## src/rtl/preif_pc_gen_pkg.sv

```systemverilog
// Shared types and constants for the pre-IF PC generator.
package preif_pc_gen_pkg;

  // Default PC loaded on reset (MIPS boot ROM vector).
  localparam logic [31:0] RESET_VECTOR_DEFAULT = 32'hBFC0_0000;

  // Default sequential fetch increment in bytes.
  localparam logic [31:0] PC_STEP_DEFAULT = 32'd4;

  // Per-instruction exception bundle that travels down the pipeline.
  typedef struct packed {
    logic Interrupt;
    logic AddrErrIF;
    logic ReservedInst;
    logic Syscall;
    logic Break;
    logic Eret;
    logic Overflow;
    logic AddrErrSt;
    logic AddrErrLd;
  } ExceptinPipeType;

  // Redirect-pending state held while the fetch stage is stalled.
  typedef enum logic [1:0] {
    IDLE     = 2'd0,
    PEND_BR  = 2'd1,
    PEND_EXC = 2'd2
  } pc_pend_e;

endpackage

```

## src/rtl/preif_redirect_buf.sv

```systemverilog
// Captures a redirect that arrives while fetch is stalled so it can be
// applied on the first cycle the IF register accepts a new PC.
// Exception redirects outrank branch redirects; a younger branch replaces
// an older pending branch, but never a pending exception.
`ifndef RstEnable
`define RstEnable 1'b1
`endif

module preif_redirect_buf
  import preif_pc_gen_pkg::*;
(
  input  logic        i_clk,
  input  logic        i_rst,
  input  logic        i_wr,
  input  logic        i_exc_redirect,
  input  logic [31:0] i_exc_target,
  input  logic        i_br_redirect,
  input  logic [31:0] i_br_target,
  output logic        o_pend_valid,
  output logic        o_pend_is_exc,
  output logic [31:0] o_pend_target,
  output pc_pend_e    o_dbg_state
);

  pc_pend_e    r_state;
  pc_pend_e    w_next_state;
  logic [31:0] r_target;
  logic [31:0] w_next_target;

  // State and pending-target registers.
  always_ff @(posedge i_clk) begin
    if (i_rst == `RstEnable) begin
      r_state  <= IDLE;
      r_target <= 32'h0000_0000;
    end else begin
      r_state  <= w_next_state;
      r_target <= w_next_target;
    end
  end

  // Next-state: an advance consumes any pending redirect; a stall records one.
  always_comb begin
    w_next_state  = r_state;
    w_next_target = r_target;
    if (i_wr) begin
      w_next_state = IDLE;
    end else if (i_exc_redirect) begin
      w_next_state  = PEND_EXC;
      w_next_target = i_exc_target;
    end else if (i_br_redirect && (r_state != PEND_EXC)) begin
      w_next_state  = PEND_BR;
      w_next_target = i_br_target;
    end
  end

  assign o_pend_valid  = (r_state != IDLE);
  assign o_pend_is_exc = (r_state == PEND_EXC);
  assign o_pend_target = r_target;
  assign o_dbg_state   = r_state;

endmodule

```

## src/rtl/preif_pc_gen.sv

```systemverilog
// Pre-IF stage: owns the fetch PC, chooses the next PC by redirect priority
// and flags misaligned fetch addresses.
//
// Flow control: PREIF_Wr is the IF register write enable. When it is 1 the
// IF stage captures PREIF_PC this cycle and the PC advances; when 0 the PC
// holds and any redirect seen is buffered until the next cycle with
// PREIF_Wr=1. Redirect inputs are single-cycle pulses with no back-pressure.
`ifndef RstEnable
`define RstEnable 1'b1
`endif

module preif_pc_gen
  import preif_pc_gen_pkg::*;
#(
  parameter logic [31:0] RESET_VECTOR = RESET_VECTOR_DEFAULT,
  parameter logic [31:0] PC_STEP      = PC_STEP_DEFAULT
) (
  input  logic            clk,
  input  logic            rst,
  input  logic            PREIF_Wr,
  input  logic            EXC_Redirect,
  input  logic [31:0]     EXC_Target,
  input  logic            BR_Redirect,
  input  logic [31:0]     BR_Target,
  output logic [31:0]     PREIF_PC,
  output ExceptinPipeType PREIF_ExceptType,
  output logic            PREIF_RedirectFlush,
  output pc_pend_e        PREIF_DbgState
);

  logic [31:0] r_pc;
  logic [31:0] w_next_pc;
  logic        w_pend_valid;
  logic        w_pend_is_exc;
  logic [31:0] w_pend_target;

  preif_redirect_buf u_redirect_buf (
    .i_clk          (clk),
    .i_rst          (rst),
    .i_wr           (PREIF_Wr),
    .i_exc_redirect (EXC_Redirect),
    .i_exc_target   (EXC_Target),
    .i_br_redirect  (BR_Redirect),
    .i_br_target    (BR_Target),
    .o_pend_valid   (w_pend_valid),
    .o_pend_is_exc  (w_pend_is_exc),
    .o_pend_target  (w_pend_target),
    .o_dbg_state    (PREIF_DbgState)
  );

  // Next-PC mux: exceptions (live, then pending) beat branches (live, then
  // pending), which beat sequential fetch. Sequential add wraps mod 2^32.
  always_comb begin
    w_next_pc = r_pc;
    if (PREIF_Wr) begin
      if (EXC_Redirect) begin
        w_next_pc = EXC_Target;
      end else if (w_pend_is_exc) begin
        w_next_pc = w_pend_target;
      end else if (BR_Redirect) begin
        w_next_pc = BR_Target;
      end else if (w_pend_valid) begin
        w_next_pc = w_pend_target;
      end else begin
        w_next_pc = r_pc + PC_STEP;
      end
    end
  end

  // Architectural fetch PC register.
  always_ff @(posedge clk) begin
    if (rst == `RstEnable) begin
      r_pc <= RESET_VECTOR;
    end else begin
      r_pc <= w_next_pc;
    end
  end

  // Only the IF-side address error originates here; all other causes are 0.
  always_comb begin
    PREIF_ExceptType           = '0;
    PREIF_ExceptType.AddrErrIF = (r_pc[1:0] != 2'b00);
  end

  assign PREIF_PC            = r_pc;
  assign PREIF_RedirectFlush = (EXC_Redirect | BR_Redirect | w_pend_valid) & PREIF_Wr;

endmodule

```

## config.mk

```make
export PLATFORM = sky130hd
export DESIGN_NAME = preif_pc_gen
export DESIGN_NICKNAME = d
export VERILOG_FILES = /design/src/rtl/preif_pc_gen_pkg.sv /design/src/rtl/preif_redirect_buf.sv /design/src/rtl/preif_pc_gen.sv
export SDC_FILE = /design/constraint.sdc
export NUM_CORES = 1
export LEC_CHECK = 0
export ABC_AREA = 1
export ABC_CLOCK_PERIOD_IN_PS = 2500
export BUFFER_PORTS_ARGS = -buffer_cell sky130_fd_sc_hd__clkbuf_2
export CAP_MARGIN = 20
export CORE_UTILIZATION = 30
export CTS_CLUSTER_DIAMETER = 30
export DETAILED_ROUTE_END_ITERATION = 10
export PLACE_DENSITY = 0.51
export SYNTH_ARGS = -nofsm -noshare
export SYNTH_HDL_FRONTEND = slang
export SYNTH_SLANG_ARGS = --single-unit
```

## constraint.sdc

```tcl
create_clock -name clk -period 2.5 [get_ports clk]
set_input_delay 0.375 -clock clk [delete_from_list [all_inputs] [get_ports clk]]
set_output_delay 0.375 -clock clk [all_outputs]
set_load 0.005 [all_outputs]
```

==> flow_summary.json <==
{
  "outcome": "finished, final reports clean",
  "boundaryPins": 113,
  "area_growth_pct": 19.4,
  "io_buffers": 104,
  "ant_nets": 0,
  "synth_area_um2": 4460,
  "cts_resized": 0,
  "yosys.area.top_type": "dfxtp_1",
  "synth_cell_types": 37,
  "die_y_um": 124,
  "yosys_register_bits": 66,
  "die_w_um": 124,
  "finalMaxSlewViolations": 0,
  "gp_congestion": 0.859,
  "ir_drop_uv": 314,
  "dp_hpwl_um": 11100,
  "r2r_end": "u_redirect_buf.o_pend_target[20]",
  "worstRegToRegCells": 9,
  "row_count": 44,
  "cts_buffer_depth": 2,
  "slew-limit-headroom_pct": 56.3,
  "grt_pass1_wl_um": 24200,
  "first_global_vias": 4599,
  "wl_per_cell_um": 15.4,
  "synthArstFlopShare_pct": 0,
  "period_needed_ps": 1990,
  "post_cts_buffers": 0,
  "dr.pass1.iters": 4,
  "arrival_ps": 2250,
  "clk_pin_slew_worst_paths_ps": 50,
  "yosysWarningCount": 0,
  "hp-class": "primary input to flip-flop",
  "drc": 0,
  "max_stage_delay_ps": 500,
  "power_density_nw_per_um2": 559,
  "die_area_um2": 15400,
  "final_nets": 872,
  "netlist.area_leader.share_pct": 29.6,
  "setup_tns_ps": 0,
  "worstSetupPathType": "flip-flop to flip-flop",
  "r2r_slack_ps": 510,
  "via_count": 4895,
  "routed_wl_um": 15200,
  "ys.flop_type": "dfxtp_1",
  "synth_seq_area_share_pct": 29.6,
  "avgSynthCellArea_um2": 6.21,
  "yosys-top-cells-area": "dfxtp_1 (30%), nand2_1 (17%), a21oi_1 (12%)",
  "hold_viol": 0,
  "p_leak_nw": 2.40,
  "antenna_found_initial": 0,
  "endpoint": "u_redirect_buf.o_pend_target[20]",
  "cts-root-buf": "clkbuf_16",
  "cts_tree": "yes",
  "synth_edf_count": 0,
  "clock_latency_ps": 340,
  "required_ps": 2770,
  "cp_top_family": "simple AND/OR/NAND/NOR gates",
  "critPathMaxFanout": 33,
  "critical_path_buf_inv_count": 3,
  "cp-end-kind": "flip-flop",
  "track_usage_pct": 20.8,
  "netlist_instances": 718,
  "hold_buffers": 0,
  "clock_sinks": 66,
  "cp-start-kind": "flip-flop",
  "timing.final.ws_setup_ps": 514,
  "grt_overflow": 0,
  "max_cap_viol_count": 0,
  "start_util_pct": 30.7,
  "htreeDepth": 3,
  "post-route-period-util_pct": 79.4,
  "coreArea_um2": 14500,
  "finalSetupViolations": 0,
  "grt_max_degree": 59,
  "final_layout_size_suffix_gt1_share_pct": 19.3,
  "worst_pin_slew_ps": 655,
  "via_per_inst": 4.95,
  "reg2reg_from": "u_redirect_buf.o_dbg_state[0]",
  "finClkSkew_ps": 4.92,
  "critPathLaunch": "u_redirect_buf.o_dbg_state[0]",
  "diodes": 0,
  "post-place-ws_ps": 542,
  "drt_iter0_markers": 335,
  "cts-buffers-inserted": 9,
  "crit_cells": 9,
  "path_cells": "inv_4 > nand2_4 > nand2_4 > inv_4 > nor2_8 > nor2_8 > buf_12 > o21ai_0 > a31oi_1",
  "rsz0062_at_grt": "no",
  "fmax_mhz": 504,
  "crit_slowest_cell": "dfxtp_1"
}
-- area by class of cell --
cell class / instances / area, um^2
Tap cell: 184 / 230
Sequential cell: 66 / 1320
Inverter: 34 / 135
Timing Repair Buffer: 115 / 616
Clock buffer: 14 / 254
Multi-Input combinational cell: 576 / 2770
Fill cell: 1659 / 9210
-- report_power, final --
group	leakage, nW	internal (mW)	switching, mW
combinational	1.73	0.232	0.357
sequential	0.547	1.14	0.108
clock	0.123	0.688	0.456
total	2.40	2.06	0.920
-- cells in the final DEF, fill, tap and decap left out, types with 3 or more instances in the layout --
cell type and n:
a21oi_1 103, a22oi_1 3, a31oi_1 39, buf_4 10
clkbuf_1 4, clkbuf_16 9, clkbuf_2 104, conb_1 8
dfxtp_1 66, inv_1 30, inv_4 3, nand2_1 206
nand2_2 4, nand2_4 3, nand3_1 18, nand3b_1 6
nor2_1 74, nor2_2 8, nor2_4 5, o211ai_1 6
o21ai_0 60, o21ai_1 12, o31ai_1 3, xnor2_1 4
-- flip-flops by register name, summed over array words and instances, names as in the netlist --
name,count
u_redirect_buf.o_dbg_state,2
u_redirect_buf.o_pend_target,32
PREIF_PC,32
-- per-stage QoR --
step | std cells | total power [mW] | utilization (%) | area (um^2) | hold slack, ps
floorplan | 725 | 1.63 | - | 4490 | 505
global placement | 975 | 1.86 | 34.9 | 5070 | 524
detailed placement | 975 | 1.86 | 34.9 | 5070 | 532
CTS | 989 | 3.00 | 36.6 | 5330 | 281
global route | 989 | 3.13 | 36.6 | 5330 | 299
finish | 989 | 2.98 | 36.6 | 5330 | 290
-- how the worst min path moves through the flow --
stage	cells past startpoint	slack (ps)	startpoint	end
3_5_place_dp	2	530	u_redirect_buf.o_pend_target[23]	u_redirect_buf.o_pend_target[23]
5_1_grt	3	300	EXC_Target[31]	u_redirect_buf.o_pend_target[31]
4_1_cts	3	280	EXC_Target[31]	u_redirect_buf.o_pend_target[31]
6_report	3	290	EXC_Target[31]	u_redirect_buf.o_pend_target[31]
3_3_place_gp	2	520	u_redirect_buf.o_pend_target[27]	u_redirect_buf.o_pend_target[27]
2_1_floorplan	2	500	PREIF_PC[31]	PREIF_PC[31]
-- cell families (layout without fill, tap and decap cells) --
family / count (synthesis) / after routing / share of synthesized area (%)
simple gates: 330 / 330 / 31.9
compound gates: 231 / 231 / 28.0
buf+inv: 83 / 163 / 8.89
flops: 66 / 66 / 29.6
xor+xnor: 6 / 6 / 1.18
fa+ha+maj: 1 / 1 / 0.280
other cells: 1 / 8 / 0.0841
-- cells in the mapped netlist (3+ instances only) --
| master | number |
|---|---|
| nand2_1 | 206 |
| a21oi_1 | 103 |
| nor2_1 | 74 |
| dfxtp_1 | 66 |
| o21ai_0 | 60 |
| a31oi_1 | 39 |
| inv_1 | 30 |
| clkbuf_1 | 19 |
| nand3_1 | 18 |
| buf_2 | 14 |
| o21ai_1 | 12 |
| buf_4 | 10 |
| nor2_2 | 8 |
| nand3b_1 | 6 |
| o211ai_1 | 6 |
| nor2_4 | 5 |
| nand2_2 | 4 |
| xnor2_1 | 4 |
| a22oi_1 | 3 |
| buf_1 | 3 |
| buf_6 | 3 |
| inv_4 | 3 |
| nand2_4 | 3 |
| o31ai_1 | 3 |
-- worst min-delay path, cell delays in order --
cell	delay, ps
clkbuf_2	90
nand2_1	60
a31oi_1	70
-- per-layer routing --
| metal | wire [um] | vias up | part of all wire, % | track usage [%] |
|---|---|---|---|---|
| met5 | 0 | - | 0 | 0 |
| met4 | 165 | 0 | 1.1 | 6.03 |
| met3 | 759 | 15 | 5.0 | 4.03 |
| met2 | 6790 | 113 | 45 | 33.4 |
| met1 | 7500 | 2196 | 49 | 28.1 |
| li1 | - | 2571 | - | - |
Note: power is estimated with default switching activity, not from simulation.
